File: src/rtl/regfile_write_arbiter_if.sv
// Bundle for the write-back arbiter: two requester handshakes, the register
// file write port, and the two bypassed read ports.
interface regfile_write_arbiter_if #(
   parameter int ADDR_W = 5,
   parameter int DATA_W = 32
);
   logic              a_valid;
   logic              a_ready;
   logic [ADDR_W-1:0] a_addr;
   logic [DATA_W-1:0] a_data;

   logic              b_valid;
   logic              b_ready;
   logic [ADDR_W-1:0] b_addr;
   logic [DATA_W-1:0] b_data;

   logic              rf_we;
   logic [ADDR_W-1:0] rf_waddr;
   logic [DATA_W-1:0] rf_wdata;

   logic [ADDR_W-1:0] rd_addr1;
   logic [ADDR_W-1:0] rd_addr2;
   logic [DATA_W-1:0] rf_rdata1;
   logic [DATA_W-1:0] rf_rdata2;
   logic [DATA_W-1:0] rd_data1;
   logic [DATA_W-1:0] rd_data2;

   logic              busy;

   // Master is the pipeline/register-file side; slave is the arbiter.
   modport master (
      output a_valid, a_addr, a_data,
      output b_valid, b_addr, b_data,
      output rd_addr1, rd_addr2, rf_rdata1, rf_rdata2,
      input  a_ready, b_ready,
      input  rf_we, rf_waddr, rf_wdata,
      input  rd_data1, rd_data2, busy
   );

   modport slave (
      input  a_valid, a_addr, a_data,
      input  b_valid, b_addr, b_data,
      input  rd_addr1, rd_addr2, rf_rdata1, rf_rdata2,
      output a_ready, b_ready,
      output rf_we, rf_waddr, rf_wdata,
      output rd_data1, rd_data2, busy
   );
endinterface

File: src/rtl/regfile_write_arbiter.sv
// Round-robin sharing of the register file write port between the ALU (A) and
// load (B) write-back paths, with read bypass of the in-flight write.
module regfile_write_arbiter #(
   parameter int ADDR_W = 5,
   parameter int DATA_W = 32
) (
   input  logic                    clk,
   input  logic                    reset,
   regfile_write_arbiter_if.slave  bus
);

   logic              a_full;
   logic [ADDR_W-1:0] a_addr_q;
   logic [DATA_W-1:0] a_data_q;

   logic              b_full;
   logic [ADDR_W-1:0] b_addr_q;
   logic [DATA_W-1:0] b_data_q;

   // 0: A won the most recent grant, 1: B did (reset value favours A first)
   logic              last_grant;

   logic              we_q;
   logic [ADDR_W-1:0] waddr_q;
   logic [DATA_W-1:0] wdata_q;

   logic grant_a;
   logic grant_b;
   logic a_ready_c;
   logic b_ready_c;
   logic a_fill;
   logic b_fill;

   always_comb begin
      grant_a   = a_full && (!b_full || last_grant);
      grant_b   = b_full && (!a_full || !last_grant);
      a_ready_c = !a_full || grant_a;
      b_ready_c = !b_full || grant_b;
      // Writes to r0 are accepted but dropped here, so they never reach the port.
      a_fill    = bus.a_valid && a_ready_c && (bus.a_addr != '0);
      b_fill    = bus.b_valid && b_ready_c && (bus.b_addr != '0);
   end

   always_ff @(posedge clk or negedge reset) begin
      if (!reset) begin
         a_full   <= 1'b0;
         a_addr_q <= '0;
         a_data_q <= '0;
      end else if (a_fill) begin
         a_full   <= 1'b1;
         a_addr_q <= bus.a_addr;
         a_data_q <= bus.a_data;
      end else if (grant_a) begin
         a_full   <= 1'b0;
      end
   end

   always_ff @(posedge clk or negedge reset) begin
      if (!reset) begin
         b_full   <= 1'b0;
         b_addr_q <= '0;
         b_data_q <= '0;
      end else if (b_fill) begin
         b_full   <= 1'b1;
         b_addr_q <= bus.b_addr;
         b_data_q <= bus.b_data;
      end else if (grant_b) begin
         b_full   <= 1'b0;
      end
   end

   always_ff @(posedge clk or negedge reset) begin
      if (!reset) begin
         we_q       <= 1'b0;
         waddr_q    <= '0;
         wdata_q    <= '0;
         last_grant <= 1'b1;
      end else if (grant_a) begin
         we_q       <= 1'b1;
         waddr_q    <= a_addr_q;
         wdata_q    <= a_data_q;
         last_grant <= 1'b0;
      end else if (grant_b) begin
         we_q       <= 1'b1;
         waddr_q    <= b_addr_q;
         wdata_q    <= b_data_q;
         last_grant <= 1'b1;
      end else begin
         we_q       <= 1'b0;
      end
   end

   // Only the write on the port this cycle is forwarded; buffered writes are
   // covered by busy, which the sequencer uses to stall dependent reads.
   function automatic logic [DATA_W-1:0] bypass(
      input logic [ADDR_W-1:0] raddr,
      input logic [DATA_W-1:0] rdata,
      input logic              we,
      input logic [ADDR_W-1:0] waddr,
      input logic [DATA_W-1:0] wdata
   );
      if (raddr == '0)
         return '0;
      else if (we && (waddr == raddr))
         return wdata;
      else
         return rdata;
   endfunction

   assign bus.a_ready  = a_ready_c;
   assign bus.b_ready  = b_ready_c;
   assign bus.rf_we    = we_q;
   assign bus.rf_waddr = waddr_q;
   assign bus.rf_wdata = wdata_q;
   assign bus.rd_data1 = bypass(bus.rd_addr1, bus.rf_rdata1, we_q, waddr_q, wdata_q);
   assign bus.rd_data2 = bypass(bus.rd_addr2, bus.rf_rdata2, we_q, waddr_q, wdata_q);
   assign bus.busy     = a_full || b_full || we_q;

endmodule

File: src/flat_wrapper.sv
// flat-port wrapper written by rule: the top's interface ports become plain ports
module regfile_write_arbiter_flat 
#(
   parameter int ADDR_W = 5,
   parameter int DATA_W = 32
)
  (clk, reset, bus_a_valid, bus_a_addr, bus_a_data, bus_b_valid, bus_b_addr, bus_b_data, bus_rd_addr1, bus_rd_addr2, bus_rf_rdata1, bus_rf_rdata2, bus_a_ready, bus_b_ready, bus_rf_we, bus_rf_waddr, bus_rf_wdata, bus_rd_data1, bus_rd_data2, bus_busy);
  regfile_write_arbiter_if #(.ADDR_W(ADDR_W), .DATA_W(DATA_W)) bus_i ();
  input  logic clk;
  input  logic reset;
  input wire logic [$bits(bus_i.a_valid)-1:0] bus_a_valid;
  input wire logic [$bits(bus_i.a_addr)-1:0] bus_a_addr;
  input wire logic [$bits(bus_i.a_data)-1:0] bus_a_data;
  input wire logic [$bits(bus_i.b_valid)-1:0] bus_b_valid;
  input wire logic [$bits(bus_i.b_addr)-1:0] bus_b_addr;
  input wire logic [$bits(bus_i.b_data)-1:0] bus_b_data;
  input wire logic [$bits(bus_i.rd_addr1)-1:0] bus_rd_addr1;
  input wire logic [$bits(bus_i.rd_addr2)-1:0] bus_rd_addr2;
  input wire logic [$bits(bus_i.rf_rdata1)-1:0] bus_rf_rdata1;
  input wire logic [$bits(bus_i.rf_rdata2)-1:0] bus_rf_rdata2;
  output wire logic [$bits(bus_i.a_ready)-1:0] bus_a_ready;
  output wire logic [$bits(bus_i.b_ready)-1:0] bus_b_ready;
  output wire logic [$bits(bus_i.rf_we)-1:0] bus_rf_we;
  output wire logic [$bits(bus_i.rf_waddr)-1:0] bus_rf_waddr;
  output wire logic [$bits(bus_i.rf_wdata)-1:0] bus_rf_wdata;
  output wire logic [$bits(bus_i.rd_data1)-1:0] bus_rd_data1;
  output wire logic [$bits(bus_i.rd_data2)-1:0] bus_rd_data2;
  output wire logic [$bits(bus_i.busy)-1:0] bus_busy;
  assign bus_i.a_valid = bus_a_valid;
  assign bus_i.a_addr = bus_a_addr;
  assign bus_i.a_data = bus_a_data;
  assign bus_i.b_valid = bus_b_valid;
  assign bus_i.b_addr = bus_b_addr;
  assign bus_i.b_data = bus_b_data;
  assign bus_i.rd_addr1 = bus_rd_addr1;
  assign bus_i.rd_addr2 = bus_rd_addr2;
  assign bus_i.rf_rdata1 = bus_rf_rdata1;
  assign bus_i.rf_rdata2 = bus_rf_rdata2;
  assign bus_a_ready = bus_i.a_ready;
  assign bus_b_ready = bus_i.b_ready;
  assign bus_rf_we = bus_i.rf_we;
  assign bus_rf_waddr = bus_i.rf_waddr;
  assign bus_rf_wdata = bus_i.rf_wdata;
  assign bus_rd_data1 = bus_i.rd_data1;
  assign bus_rd_data2 = bus_i.rd_data2;
  assign bus_busy = bus_i.busy;
  regfile_write_arbiter #(.ADDR_W(ADDR_W), .DATA_W(DATA_W)) u_core (.clk(clk), .reset(reset), .bus(bus_i));
endmodule
File: config.mk
export PLATFORM = sky130hd
export DESIGN_NAME = regfile_write_arbiter_flat
export DESIGN_NICKNAME = d
export VERILOG_FILES = /design/src/rtl/regfile_write_arbiter_if.sv /design/src/rtl/regfile_write_arbiter.sv /design/src/flat_wrapper.sv
export SDC_FILE = /design/constraint.sdc
export NUM_CORES = 1
export LEC_CHECK = 0
export BUFFER_PORTS_ARGS = -buffer_cell sky130_fd_sc_hd__buf_2
export CORE_MARGIN = 3
export CORE_UTILIZATION = 48
export CTS_CLUSTER_DIAMETER = 120
export DETAILED_ROUTE_END_ITERATION = 12
export GPL_ROUTABILITY_DRIVEN = 0
export PLACE_DENSITY_LB_ADDON = 0.05
export SLEW_MARGIN = 10
export SYNTH_ARGS = -nofsm -noshare
export SYNTH_HDL_FRONTEND = slang
export SYNTH_SLANG_ARGS = --single-unit
File: constraint.sdc
create_clock -name clk -period 2 [get_ports clk]
set_input_delay 0.1 -clock clk [delete_from_list [all_inputs] [get_ports clk]]
set_output_delay 0.1 -clock clk [all_outputs]
set_load 0.1 [all_outputs]
# --- Word-level counts from Yosys, hierarchy flattened ---
# Cells that the tools add are included.
classes:
  n_shift: 0
  multipliers: 0
  n_addsub: 0
  n_reduce_logical: 24
  n_bitwise: 0
  div: 0
  eq_ne: 2
  mux: 16
  n_lt_le_gt_ge: 0
op_table:
  columns: ["op", "count"]
  rows:
  - ["2-to-1 mux 32 bit", 6]
  - ["equality test 5 bit", 2]
  - ["logical NOT 5 bit", 2]
  - ["2-to-1 mux 5 bit", 2]
  - ["nonzero test 5 bit", 2]
  - ["logical AND 1 bit", 8]
  - ["2-to-1 mux 1 bit", 8]
  - ["logical OR 1 bit", 6]
  - ["nonzero test 2 bit", 3]
  - ["logical NOT 1 bit", 3]
word_totals:
  reg_bits: 115
  in_bits: 152
  romBits: 0
  n_memories: 0
  mem_bits_rw: 0
  latch_bits: 0

# --- Longest topological paths before layout ---
# Gate-level depths: netlist (run 1).
depth:
  word_depth: 7
  mapped_depth: 6

# --- Worst setup path before layout (run 1) ---
# Ideal clock, no wire load.
synth_timing:
  kind: "reg-to-output"
  start: "reg u_core.waddr_q[3], in the netlist u_core.bus.rf_waddr[3]"
  end: "out bus_rd_data1[10]"
  path_stages_with_launch: 7
  t_arrival_ps: 3900
  path_buffers: 2
  slack_ps: -2000
  required_time_ps: 1900
  path_cell_list: "dfrtp_1 xnor2_1 and2_1 clkbuf_1 and2_1 clkbuf_1 o21ai_0"
synth_between:
  elab_chain_len: 4
synth_lines:
  columns: ["element", "line", "source"]
  rows:
  - ["start, declared", "regfile_write_arbiter.sv:24", "logic [ADDR_W-1:0] waddr_q;"]
  - ["start signal, assigned", "regfile_write_arbiter.sv:80", "waddr_q <= a_addr_q;"]
  - ["start signal, assigned", "regfile_write_arbiter.sv:85", "waddr_q <= b_addr_q;"]
  - ["equality test 5 bit", "regfile_write_arbiter.sv:104", "else if (we && (waddr == raddr))"]
  - ["logical AND 1 bit", "regfile_write_arbiter.sv:104", null]
  - ["2-to-1 mux 32 bit", "regfile_write_arbiter.sv:104", null]
  - ["2-to-1 mux 32 bit", "regfile_write_arbiter.sv:102", "if (raddr == '0)"]
  - ["end, declared", "flat_wrapper.sv:26", "output wire logic [$bits(bus_i.rd_data1)-1:0] bus_rd_data1;"]
# Every way passes these cells.

# --- Worst setup path in the final report (run 1) ---
layout_timing:
  start: "reg u_core.waddr_q[2], in the netlist u_core.bus.rf_waddr[2]"
  end: "out bus_rd_data1[0]"
# Same word-level chain as after synthesis.

==> results of run 1 <==
[synth_stat cells (all sizes together), types with 2 or more instances]
library cell	number	share of area (%)
nor3	2	0.17
nand2	69	4.4
or4	2	0.38
and2	4	0.42
nor4	2	0.42
a32o	2	0.34
a21oi	37	3.1
mux2	72	14
dfrtp	114	48
o21ai	67	5.7
xor2	8	1.2
nor2	39	2.5
nand4	64	6.8
clkbuf	40	2.5
xnor2	2	0.30
nand3	2	0.17
o211ai	2	0.72
mux2i	37	6.3
buf	10	1.8
[worst paths after layout]
check                                                   startpoint                                  end  slack [ns]  cells after the start
worst max-delay path            u_core.bus.rf_waddr[2]$_DFFE_PN0P_                      bus_rd_data1[0]       -0.44                      7
worst min-delay path                                         reset  u_core.bus.rf_wdata[11]$_DFFE_PN0P_        0.31                      2
worst max register to register           u_core.a_full$_DFFE_PN0P_  u_core.bus.rf_wdata[10]$_DFFE_PN0P_        0.20                      4
worst min register to register     u_core.a_data_q[21]$_DFFE_PN0P_      u_core.a_data_q[21]$_DFFE_PN0P_        0.50                      1
max in group asynchronous                                    reset      u_core.b_data_q[16]$_DFFE_PN0P_        1.01                      3
min in group clk                                    bus_a_data[30]      u_core.a_data_q[30]$_DFFE_PN0P_        0.45                      3
[through the flow]
step / utilization (%) / setup TNS [ns] / area [sq um]
4_1_cts: 92.9 / -21.45 / 10900
6_report: 93.3 / -23.99 / 10900
2_1_floorplan: - / -8.89 / 6800
3_5_place_dp: 75.0 / -1.17 / 8790
3_3_place_gp: 75.0 / -0.107 / 8790
5_1_grt: 93.3 / -27.84 / 10900
[cell type report]
cell class / count / area, sq um / share of cell area [%]
timing repair buffer: 378 / 3610 / 33.0
inverter: 1 / 3.75 / 0.0343
sequential: 115 / 2900 / 26.5
clock buffer: 22 / 454 / 4.16
tap: 143 / 179 / 1.64
clock inverter: 10 / 180 / 1.65
multi-input combinational: 414 / 3600 / 33.0
[flip-flops by register name, summed over array words and instances (netlist names)]
register and count:
u_core.a_data_q 32, u_core.a_addr_q 5, u_core.last_grant 1, u_core.bus.rf_we 1
u_core.bus.rf_wdata 32, u_core.a_full 1, u_core.b_data_q 32, u_core.bus.rf_waddr 5
u_core.b_addr_q 5, u_core.b_full 1
[kinds of logic after synthesis]
kind of cell           share of synthesized area, %
flip-flops                                     48.7
AO/OA/AOI/OAI                                  9.86
AND/OR/NAND/NOR                                15.5
multiplexers                                   20.0
buffers and inverters                          4.45
XOR/XNOR                                       1.48
[critical path: cells and delay by family, from the launching register on]
| family | cells | cell delay, ns |
|---|---|---|
| XOR/XNOR | 1 | 0.17 |
| flip-flops | 1 | 0.51 |
| AND/OR/NAND/NOR | 2 | 0.53 |
| buffers and inverters | 3 | 0.55 |
| AO/OA/AOI/OAI | 1 | 0.14 |
[routing by layer]
metal  up-vias  share of wire (%)
met2       548                 52
li1       2785                  -
met4         0                5.8
met5         -                  0
met1      3237                 33
met3       145                8.8
[power by group through the flow]
| stage | combinational, mW | sequential, mW | clock (mW) |
|---|---|---|---|
| 3_5_place_dp | 8.87 | 3.92 | 0 |
| 4_1_cts | 9.62 | 3.88 | 3.30 |
| 6_report | 9.95 | 4.05 | 3.36 |
| 2_1_floorplan | 4.20 | 6.45 | 0 |
| 3_3_place_gp | 8.74 | 3.86 | 0 |
| 5_1_grt | 10.2 | 4.10 | 3.45 |
[timing repair]
action                     CTS  global route
gates resized for setup    141            13
pin swaps                    7             6
setup endpoints to repair   64            64
setup buffers                8             3
hold endpoints to repair   121             0
hold buffers                79             0
cloned                       2             0
==> results by stage, run 1 <==
Pwr:
- Combinational cells account for 57.3% of the total power.
- Power spread over the standard cell area amounts to 1590 nW/um^2.
- The clock share of power is 19.4%.
- The net load switching power is 9.06 mW.
- The fraction of power spent switching nets is 52.2%.
- Summed over all cells, the static leakage comes to 4.94 nW.
- IR analysis of the VDD net gives a maximum drop of 1280 uV.
- Internal power comes to 8.30 mW.
- The power consumption is 17.4 mW.
- In this run, flip-flops and latches consume 23.3% of the power.

Synth:
- The post-synthesis instance total is 580.
- The number of enable flip-flop cells after synthesis is 0.
- The most used flip-flop cell after synthesis is dfrtp_1.
- The flip-flop and latch count after synthesis is 115.
- Dividing the synthesized area by the synthesized cell count gives 10.2 sq um.
- The share of the yosys chip area belonging to registers is 48.7%.
- Counting flops with an async set or reset pin after synthesis yields a share of 100%.
- Counting every net in the synthesized netlist gives 732.
- The total of warnings raised by yosys is 0.
- After synthesis, the netlist uses 28 different library cells.
- The post-synth design cell area is 5910 sq um.

Die:
- The number of core rows is 39.
- The starting utilization of the core area is 50.5%.
- The height of the die is 117 um.
- The area of the placeable core is 11700 sq um.
- The width of the chip is 117 um.
- During I/O placement, the number of pins put on the boundary was 257.
- The die covers 13700 sq um.

Detailed routing:
- The via count of the routed design is 6715.
- Using the TritonRoute via totals, the vias-per-cell ratio works out to 6.20.
- The remaining antenna violation count after routing is 0.
- In the routed design, unresolved DRC markers number 0.
- The detailed-router iteration count before antenna repair is 6.
- Dividing the detail-routed wire length by the instance count gives 25.2 um.
- In this run, the number of DRC markers left after iteration 0 of detailed routing was 837.
- Summed over all layers, the routed wires come to 27.3 mm.

Setup path:
- Among all stages on the critical path, the largest delay is contributed by dfrtp_4.
- The type of element capturing the critical path is an output pin.
- In this run the worst path has a maximum fanout of 18.
- Traced cell by cell, the critical path runs through xor2_4 > nor4_4 > buf_4 > buf_8 > nand4_1 > o21ai_4 > buf_12.
- The arrival time of the worst setup path is 2.34 ns.
- The critical path class is reg -> out.
- The maximum single-stage delay on the critical path is 0.51 ns.
- The launching element type of the critical path is a register.
- At the worst endpoint, the required time is 1.90 ns.

Clocking:
- The buffer cell driving the clock tree root is clkbuf_16.
- The clock-pin slew on the worst setup and hold paths is 0.06 ns.
- At the later pin of the worst-skew pair, clock insertion delay measures 0.41 ns.
- The total clock buffers created by CTS is 17.
- In this run the number of H-tree levels came out at 4.
- For this design, the sink count on the clock tree is 115.
- The clock passes through at most 2 buffers.
- The clock tree from TritonCTS is yes.

Placement:
- OpenSTA, run right after detailed placement, puts the worst setup slack at -0.0774 ns.
- The total of buffers placed on input and output ports is 256.
- Once detailed placement completed, the half-perimeter wirelength came to 14.9 mm.
- Including well taps, the total number of placed cells is 962.

Global route:
- The wire length of the first global-routing pass is 39.7 mm.
- Summed over all layers, the global routing overflow is 0.
- The met2 capacity usage during global routing is 69.7%.
- The number of antenna violations at the first check in global routing is 0.
- The global-route met3 utilization is 8.23%.
- The met1 usage is 41.9%.
- The number of global-route vias before repair was 7194.
- The global router's overall resource usage is 38.5%.
- After global routing, the most crowded layer is met2.
- Entering global routing, the biggest net connects 76 pins.

Timing:
- The share of the cycle needed by the critical path after routing is 122%.
- The max-slew violation total from the final report came to 0.
- The final worst hold slack is 0.314 ns.
- For the pin with the worst max-slew slack, the measured transition is 0.817 ns.
- Setup repair after global routing could not meet its margin everywhere.
- The clock skew is 0.00809 ns.
- Setup violations remaining at the end of the flow were counted as 64.
- The max-slew headroom at the worst pin is 45.5%.
- The final number of hold-violating endpoints is 0.
- The peak clock frequency supported by timing is 410 MHz.
- The worst setup slack after layout is -0.438 ns.
- The shortest clock period the worst path allows after layout is 2.44 ns.

Final layout:
- The library cell used most frequently in the layout, excluding fill and tap cells, is buf_2.
- The number of antenna diodes in the final layout is 0.
- The layout net count is 1079.
- The final cell count without fillers is 1083.
- In the layout the commonest cells are buf_2, dfrtp_1, buf_12.
- The share of final-layout standard cells stronger than drive strength 1 is 51.6%.
- The final-layout fill cell count is 365.
- The synthesis-to-finish area growth is 84.9%.

Outcome:
- The final reports fail on setup timing.
- The run finished, with violations left.

Worst hold path:
- The class of the worst hold path is in -> async.

Run:
- The number of violations of the max-capacitance limit is 0.
No activity file was read; power rests on OpenSTA's default activity.
==> run 2: changes to the inputs <==
Settings changed: TNS_END_PERCENT set to 30.
==> run 2 against run 1 <==
  * The flow still finishes with violations (setup timing)
  * Worst hold slack got worse by 0.29 ns
  * Via count is 3.9% lower
  * Fmax is 1.9% higher
  * Die area is the same
  * Power decreased by 2.1%
  * Utilization is 1.5 points lower
  * Sequential power down 1%
  * Final area shrank 1.6%
  * Count of clock-buffer cells in the layout rose by 1
  * Largest cell class is now multi-input gates
==> results by stage, run 2 (synthesized netlist as in run 1, its figures left out) <==
Timing:
- Setup repair after global routing could not meet its margin everywhere.
- The peak clock frequency supported by timing is 418 MHz (+1.9%).
- The transition at the pin with the smallest max-transition slack is 0.539 ns (-0.278 ns).
- The final number of hold-violating endpoints was 0 (unchanged).
- The worst setup slack after layout came to -0.393 ns (+0.0447 ns).
- The shortest clock period the worst path allows after layout is 2.39 ns (-0.0447 ns).
- The share of the cycle needed by the critical path after routing is 120% (-2.2 points).
- The aggregate negative setup slack is -19.54 ns (+4.46 ns).
- The final count of negative-setup-slack endpoints is 64 (unchanged).
- The max-slew violation total from the final report is 0 (unchanged).
- The max-slew headroom at the worst pin came to 64.1% (+19 points).
- The clock skew is 0.00805 ns (-0.0000405 ns).

Final layout:
- The final cell count without fillers was 1076 (-0.65%).
- The share of final-layout standard cells stronger than drive strength 1 is 51.8% (+0.23 points).
- The layout net count is 1071 (-0.74%).
- The library cells used most frequently in the layout, excluding fill and tap cells, are buf_2, dfrtp_1, buf_12.
- Leaving out fill and tap cells, the most frequent cell in the layout is buf_2.
- The synthesis-to-finish area growth is 82.0%.

Die:
- The area of the placeable core is 11700 sq um (unchanged).
- The height of the die is 117 um (unchanged).
- The starting utilization of the core area was 50.5% (unchanged).
- The number of core rows came to 39 (unchanged).
- The I/O pin total is 257 (unchanged).
- The width of the chip is 117 um (unchanged).
- The area of the die is 13700 sq um (unchanged).

Placement:
- The cell total after placement was 962 (unchanged).
- The total of buffers placed on input and output ports was 256 (unchanged).
- The post-DP HPWL was 15.0 mm (+0.99%).

Global route:
- The number of antenna violations at the first check in global routing came to 3 (+3).
- The number of global-route vias before repair is 6837 (-5.0%).
- The global router's overall resource usage is 34.7% (-3.8 points).
- The wire length of the first global-routing pass came to 36.0 mm (-9.2%).
- The maximum number of pins on one net before global-route repair is 45 (-41%).
- The overflow left after global routing came to 0 (unchanged).

Worst hold path:
- In this run the worst hold path is classified as in -> reg.

Detailed routing:
- The remaining antenna violation count after routing is 0 (unchanged).
- The per-cell via count in the routed design is 6.00 (-3.2%).
- The via count of the routed design came to 6455 (-3.9%).
- The final wirelength is 24.5 mm (-10%).
- The detailed-router iteration count before antenna repair is 5 (-1).
- The final routed DRC violation total is 0 (unchanged).
- The average wire per standard cell was 22.8 um (-9.6%).
- The initial DRC count is 561 (-33%).

Setup path:
- The largest driver fanout on the critical path was 14 (-4).
- The type of element capturing the critical path is an output pin.
- The launching element type of the critical path is a register.
- The critical path class is reg -> out.
- The arrival time of the worst setup path was 2.29 ns (-0.05 ns).
- The data required time of the critical path is 1.90 ns (about the same).

Clocking:
- The later-pin clock latency in the skew report was 0.41 ns (about the same).
- The clock tree buffer depth was 2 (unchanged).
- The deepest level of the CTS H-tree is 4 (unchanged).
- The number of sinks handled by clock tree synthesis came to 115 (unchanged).
- The total clock buffers created by CTS is 17 (unchanged).
- The clock-pin slew on the worst setup and hold paths is 0.05 ns (about the same).
- TritonCTS built the clock tree.
- The tree is rooted in a clkbuf_16.

Outcome:
- The run finished, with violations left.
- The final reports fail on setup timing.

Pwr:
- The static power due to leakage was 4.89 nW (-1.1%).
- The power per cell area came to 1580 nW/um^2 (-0.59%).
- The maximum ir drop on the vdd rail came to 1140 uV (-11%).

Run:
- The number of violations of the max-capacitance limit came to 0 (unchanged).
run 2: timing repair:
item	in CTS	in global routing
hold buffers	75	1
setup endpoints to repair	64	64
pin swaps	4	6
gates cloned	1	0
resized for setup	53	9
endpoints found under the hold margin	107	1
buffers inserted	2	2
run 2: final cells by class:
| class | count | area (sq um) |
|---|---|---|
| clock buffers | 23 | 488 |
| diodes | 1 | 2.50 |
| flip-flops and latches | 115 | 2900 |
| fillers | 436 | 952 |
| multi-input cells | 414 | 3550 |
| well taps | 143 | 179 |
| clock inverters | 9 | 150 |
| inverters | 1 | 3.75 |
| repair buffers | 370 | 3480 |
run 2: metal layers:
layer | routed length, um | share of wire (%) | vias to the layer above | track usage [%]
met5 | 25 | 0.10 | - | 0
met4 | 1170 | 4.8 | 4 | 16.7
met3 | 2050 | 8.4 | 102 | 8.69
met2 | 12800 | 52 | 425 | 62.3
met1 | 8450 | 34 | 3161 | 38.3
li1 | - | - | 2763 | -
run 2: worst paths after layout:
kind | from | end | slack [ns] | depth (start not counted)
min in group asynchronous | reset | u_core.a_data_q[14]$_DFFE_PN0P_ | 0.20 | 2
max in group asynchronous | reset | u_core.a_data_q[24]$_DFFE_PN0P_ | 1.16 | 3
worst min register to register | u_core.b_data_q[30]$_DFFE_PN0P_ | u_core.b_data_q[30]$_DFFE_PN0P_ | 0.49 | 1
worst max-delay path | u_core.bus.rf_waddr[0]$_DFFE_PN0P_ | bus_rd_data2[9] | -0.39 | 8
worst max register to register | u_core.last_grant$_DFFE_PN1P_ | u_core.b_data_q[10]$_DFFE_PN0P_ | 0.35 | 4
worst min-delay path | bus_b_addr[1] | u_core.b_addr_q[1]$_DFFE_PN0P_ | 0.02 | 2
run 2: worst max-delay path, stage by stage (launching register included):
cell and delay [ns]:
dfrtp_4 0.49, buf_6 0.14, xor2_2 0.15, nor4_4 0.20
buf_4 0.19, buf_8 0.16, nand4_1 0.21, o21ai_4 0.15
buf_12 0.20
run 2: stage by stage:
stage | area [sq um] | hold slack [ns] | worst slack (ns) | util, % | total power, mW
3_3_place_gp | 9060 | 0.0937 | 0.0144 | 77.4 | 12.9
5_1_grt | 10800 | 0.0278 | -0.449 | 91.9 | 17.5
4_1_cts | 10700 | 0.00681 | -0.330 | 91.2 | 16.7
6_report | 10800 | 0.0242 | -0.393 | 91.9 | 17.0
2_1_floorplan | 6770 | -0.196 | -0.196 | - | 10.6
3_5_place_dp | 9060 | 0.101 | -0.0378 | 77.4 | 13.0
run 2: report_power, final:
part / internal (mW) / total, mW / leakage, nW / switching, mW
registers: 3.16 / 3.99 / 1.32 / 0.824
logic: 2.83 / 9.73 / 3.25 / 6.90
clock network: 2.21 / 3.27 / 0.309 / 1.06
total: 8.21 / 17.0 / 4.89 / 8.78
